<file path="src/rtl/shift_result_fifo.sv">
// shift_result_fifo: captures {left,right} shifter result pairs into a small
// FIFO and presents them as 16-bit words over a valid/ready handshake.
// Optional macro SHIFT_RESULT_FIFO_STATS_EN adds input stall statistics
// (stall_cnt, ovf_seen).
module shift_result_fifo #(
  parameter  int DEPTH       = 4,
  parameter  int ALMOST_FULL = DEPTH-1,
  localparam int AW          = $clog2(DEPTH)
) (
  input  logic          clk,
  input  logic          resetn,
  input  logic          in_valid,
  output logic          in_ready,
  input  logic [7:0]    in_left,
  input  logic [7:0]    in_right,
  output logic          out_valid,
  input  logic          out_ready,
  output logic [15:0]   out_data,
  output logic [AW:0]   count,
  output logic          almost_full
`ifdef SHIFT_RESULT_FIFO_STATS_EN
  ,
  output logic [7:0]    stall_cnt,
  output logic [0:0]    ovf_seen
`endif
);

  localparam logic [AW:0] FULL_CNT = (AW+1)'(DEPTH);
  localparam logic [AW:0] AF_CNT   = (AW+1)'(ALMOST_FULL);

  logic [15:0]   mem [DEPTH];
  logic [AW-1:0] rd_ptr, wr_ptr;
  logic          push, pop;

  // Flags derive purely from occupancy; in_ready never looks at out_ready,
  // so a full FIFO refuses a push even when the head is popped that cycle.
  assign in_ready    = (count != FULL_CNT);
  assign out_valid   = (count != '0);
  assign almost_full = (count >= AF_CNT);
  assign push        = in_valid & in_ready;
  assign pop         = out_valid & out_ready;
  assign out_data    = mem[rd_ptr];

  // Storage is not reset; writes are suppressed while reset is held.
  always_ff @(posedge clk) begin
    if (push && resetn) mem[wr_ptr] <= {in_left, in_right};
  end

  // Pointers wrap naturally (DEPTH is a power of two); count tracks occupancy.
  always_ff @(posedge clk or negedge resetn) begin
    if (!resetn) begin
      rd_ptr <= '0;
      wr_ptr <= '0;
      count  <= '0;
    end else begin
      if (push) wr_ptr <= wr_ptr + 1'b1;
      if (pop)  rd_ptr <= rd_ptr + 1'b1;
      if (push && !pop)      count <= count + 1'b1;
      else if (pop && !push) count <= count - 1'b1;
    end
  end

`ifdef SHIFT_RESULT_FIFO_STATS_EN
  logic stall;
  assign stall = in_valid & ~in_ready;

  // Saturating stall counter; ovf_seen latches in the cycle the counter
  // reaches 0xFF and holds until reset.
  always_ff @(posedge clk or negedge resetn) begin
    if (!resetn) begin
      stall_cnt <= '0;
      ovf_seen  <= '0;
    end else if (stall && stall_cnt != 8'hFF) begin
      stall_cnt <= stall_cnt + 8'd1;
      if (stall_cnt == 8'hFE) ovf_seen <= 1'b1;
    end
  end
`endif

endmodule

</file>
<file path="config.mk">
export PLATFORM = sky130hd
export DESIGN_NAME = shift_result_fifo
export DESIGN_NICKNAME = d
export VERILOG_FILES = /design/src/rtl/shift_result_fifo.sv
export SDC_FILE = /design/constraint.sdc
export NUM_CORES = 1
export LEC_CHECK = 0
export ABC_AREA = 1
export CAP_MARGIN = 0
export CORE_ASPECT_RATIO = 1.75
export CORE_MARGIN = 2
export CORE_UTILIZATION = 50
export CTS_CLUSTER_DIAMETER = 50
export DETAILED_ROUTE_END_ITERATION = 6
export PLACE_DENSITY = 0.73
export REMOVE_ABC_BUFFERS = 1
export SLEW_MARGIN = 0
export SYNTH_ARGS = -nofsm -noshare
export SYNTH_HDL_FRONTEND = slang
export SYNTH_SLANG_ARGS = --single-unit
</file>
<file path="constraint.sdc">
create_clock -name clk -period 3.8 [get_ports clk]
set_clock_uncertainty 0.1 [all_clocks]
set_input_delay 0.76 -clock clk [delete_from_list [all_inputs] [get_ports clk]]
set_output_delay 0.76 -clock clk [all_outputs]
set_load 0.005 [all_outputs]
</file>
==> impl_metrics.env <==
export IMPL_pin_count=42
export IMPL_worst_pin_slew_ns=0.5535
export IMPL_startpoint="rd_ptr[0]"
export IMPL_clockBufferDepth=2
export IMPL_cts_resized=0
export IMPL_nNetsFinal=324
export IMPL_cts_tree="built"
export IMPL_yosysSeqAreaShare=0.6542
export IMPL_wl_per_cell_um=14.81
export IMPL_die_w_um=64.53
export IMPL_grtUsageTotal=0.1819
export IMPL_p_per_area_nw_per_um2=692.1
export IMPL_antenna_found_initial=0
export IMPL_postCtsSetupRepairBufs=0
export IMPL_syn_to_final_growth_pct=20.49
export IMPL_critPathBufInv=3
export IMPL_cts_hold_buf=0
export IMPL_grt_setup_unrepaired="false"
export IMPL_synth_top_cell_by_area="edfxtp_1"
export IMPL_placedInstanceArea_sq_um=3692
export IMPL_root_buffer="clkbuf_8"
export IMPL_hold_viol=0
export IMPL_yosysTopAreaCellShare=0.5995
export IMPL_synthArstFlopShare=0.09859
export IMPL_path_depth=6
export IMPL_fp_row_count=38
export IMPL_crit_fanout=42
export IMPL_place_hpwl_mm=3.942
export IMPL_start_util=0.5186
export IMPL_cp_cell_sequence="inv_2 > buf_12 > nand2_1 > o211ai_2 > nand2_1 > clkdlybuf4s50_1"
export IMPL_cp_top_family="buffers and inverters"
export IMPL_fin_util=0.6249
export IMPL_crit_required_ns=2.94
export IMPL_core_sq_um=6181
export IMPL_status="complete, no violations"
export IMPL_crit_top_cell="nand2_1"
export IMPL_fin_setup_tns_ns=0
export IMPL_critPathCapture="out_data[10]"
export IMPL_worst_ir_drop_vdd_v=0.0004445
export IMPL_first_global_vias=1902
export IMPL_synth_cell_types=19
export IMPL_r2r_end="count[2]"
export IMPL_path_clk_slew_ns=0.07
export IMPL_num_fill_cells=528
export IMPL_cap_violations=0
export IMPL_start_kind="flip-flop"
export IMPL_cts_buffers=9
export IMPL_first_pass_iters=4
export IMPL_die_height_um=109.9
export IMPL_synth_flop_cell="edfxtp_1"
export IMPL_num_vias=1909
export IMPL_crit_path_end_kind="output port"
export IMPL_drt_iter0_drc=56
export IMPL_arrival_ns=2.20
export IMPL_n_antenna_cell=0
export IMPL_synth_commonest_cells="edfxtp_1 (64), nand2_1 (59), inv_1 (42)"
export IMPL_r2r_start="count[0]"
export IMPL_synth_avg_cell_area_sq_um=12.93
export IMPL_grt_start_max_net_pins=43
export IMPL_grt_overflow=0
export IMPL_synth_edff_count=64
export IMPL_syn_area_sq_um=3206
export IMPL_maxSlewViolCount=0
export IMPL_drive_gt1_frac=0.2112
export IMPL_critPathKind="reg -> out"
export IMPL_yosysWarningCount=0
export IMPL_routabilityCongestion=0.6956
export IMPL_drtAntennaViolNets=0
export IMPL_ff2ff_path_depth=10
export IMPL_syn_inst=248
export IMPL_timing_final_crit_share=0.8058
export IMPL_cpPeakStageDelay_ns=0.45
export IMPL_port_buffers=41
export IMPL_setup_viol=0
export IMPL_die_area_sq_um=7093
export IMPL_r2r_slack_ns=1.81
export IMPL_htree_levels=3
export IMPL_cts_sink_count=71
export IMPL_design_area_sq_um=3862
export IMPL_slew_headroom=0.6305
export IMPL_hold_path_class="reg -> reg"
export IMPL_placed_cells_incl_taps=367
export IMPL_routed_wl_mm=5.673
export IMPL_power_leakage_nw=1.581
export IMPL_synth_seq_cells=71
export IMPL_layoutNonFillerInstCount=383
export IMPL_drc=0
export IMPL_yosys_top_cells_area="edfxtp_1 (60%), o211ai_2 (12%), nand2_1 (6.9%)"
export IMPL_grt_pass1_wl_mm=9.218
export IMPL_clock_latency_ns=0.34
export IMPL_period_needed_ns=3.062
export IMPL_clock_fmax_ghz=0.3266
export IMPL_viasPerCell=4.984
export IMPL_slowest_stage="clkdlybuf4s50_1"
export IMPL_synth_most_common_cell="edfxtp_1"
## per-stage QoR
step	setup slack, ns	hold WS [ns]	power, mW
finish	0.7381	0.4357	2.673
global route	0.5807	0.4757	2.848
CTS	0.6956	0.4311	2.715
detailed placement	1.071	0.4143	2.189
global placement	1.094	0.3955	2.169
floorplan	1.443	0.3644	1.664
## state kept, by name, summed over array words and instances (netlist names)
name / flops
mem: 64
rd_ptr: 2
wr_ptr: 2
count: 3
## routing by layer
layer	vias up	routed length, um	GRT usage
li1	943	-	-
met2	45	3206	0.3326
met5	-	0	0
met3	10	220	0.04811
met4	0	130	0.08967
met1	911	2116	0.1903
## worst min path at each step
stage | from | end | slack (ns) | cells after the start
2_1_floorplan | resetn | count[0] | 0.36 | 0
3_3_place_gp | rd_ptr[0] | rd_ptr[0] | 0.40 | 2
3_5_place_dp | rd_ptr[0] | rd_ptr[0] | 0.41 | 2
4_1_cts | rd_ptr[0] | rd_ptr[0] | 0.43 | 2
5_1_grt | rd_ptr[0] | rd_ptr[0] | 0.48 | 2
6_report | rd_ptr[0] | rd_ptr[0] | 0.44 | 2
## cell families after synthesis
group / share of synthesized area
AO/OA/AOI/OAI: 0.1280
XOR/XNOR: 0.002733
adder cells (fa/ha/maj): 0.02576
buffers and inverters: 0.08587
flip-flops: 0.6542
AND/OR/NAND/NOR: 0.1034
## layout by cell type (no fill, tap or decap), types with 2 or more instances in the layout
cell type,instances
clkdlybuf4s50_1,41
nand2_2,7
inv_2,4
buf_4,7
nand2_1,59
o21ai_0,2
clkbuf_1,4
nor2_1,4
inv_1,42
clkbuf_8,11
o211ai_2,32
nand3_1,7
edfxtp_1,64
ha_1,5
dfrtp_1,7
## worst min-delay path, stage by stage (launching register included)
cell     delay [ns]
dfrtp_1        0.38
nand2_1        0.07
nand2_1        0.05
## where the power goes
group | switching, mW | internal (mW) | leakage [nW]
Clock | 0.251 | 0.272 | 0.0854
Sequential | 0.0773 | 0.966 | 0.665
Combinational | 0.573 | 0.533 | 0.830
Total | 0.901 | 1.77 | 1.58
## final cells by class
cell class | instances | area [sq um] | area share
sequential | 71 | 2097 | 0.5429
multi-input combinational | 120 | 833.3 | 0.2157
timing repair buffer | 49 | 483.0 | 0.1250
inverter | 47 | 178.9 | 0.04632
clock buffer | 15 | 166.4 | 0.04308
tap | 80 | 100.1 | 0.02592
clock inverter | 1 | 3.754 | 0.0009718
No activity file was read; power rests on OpenSTA's default activity.
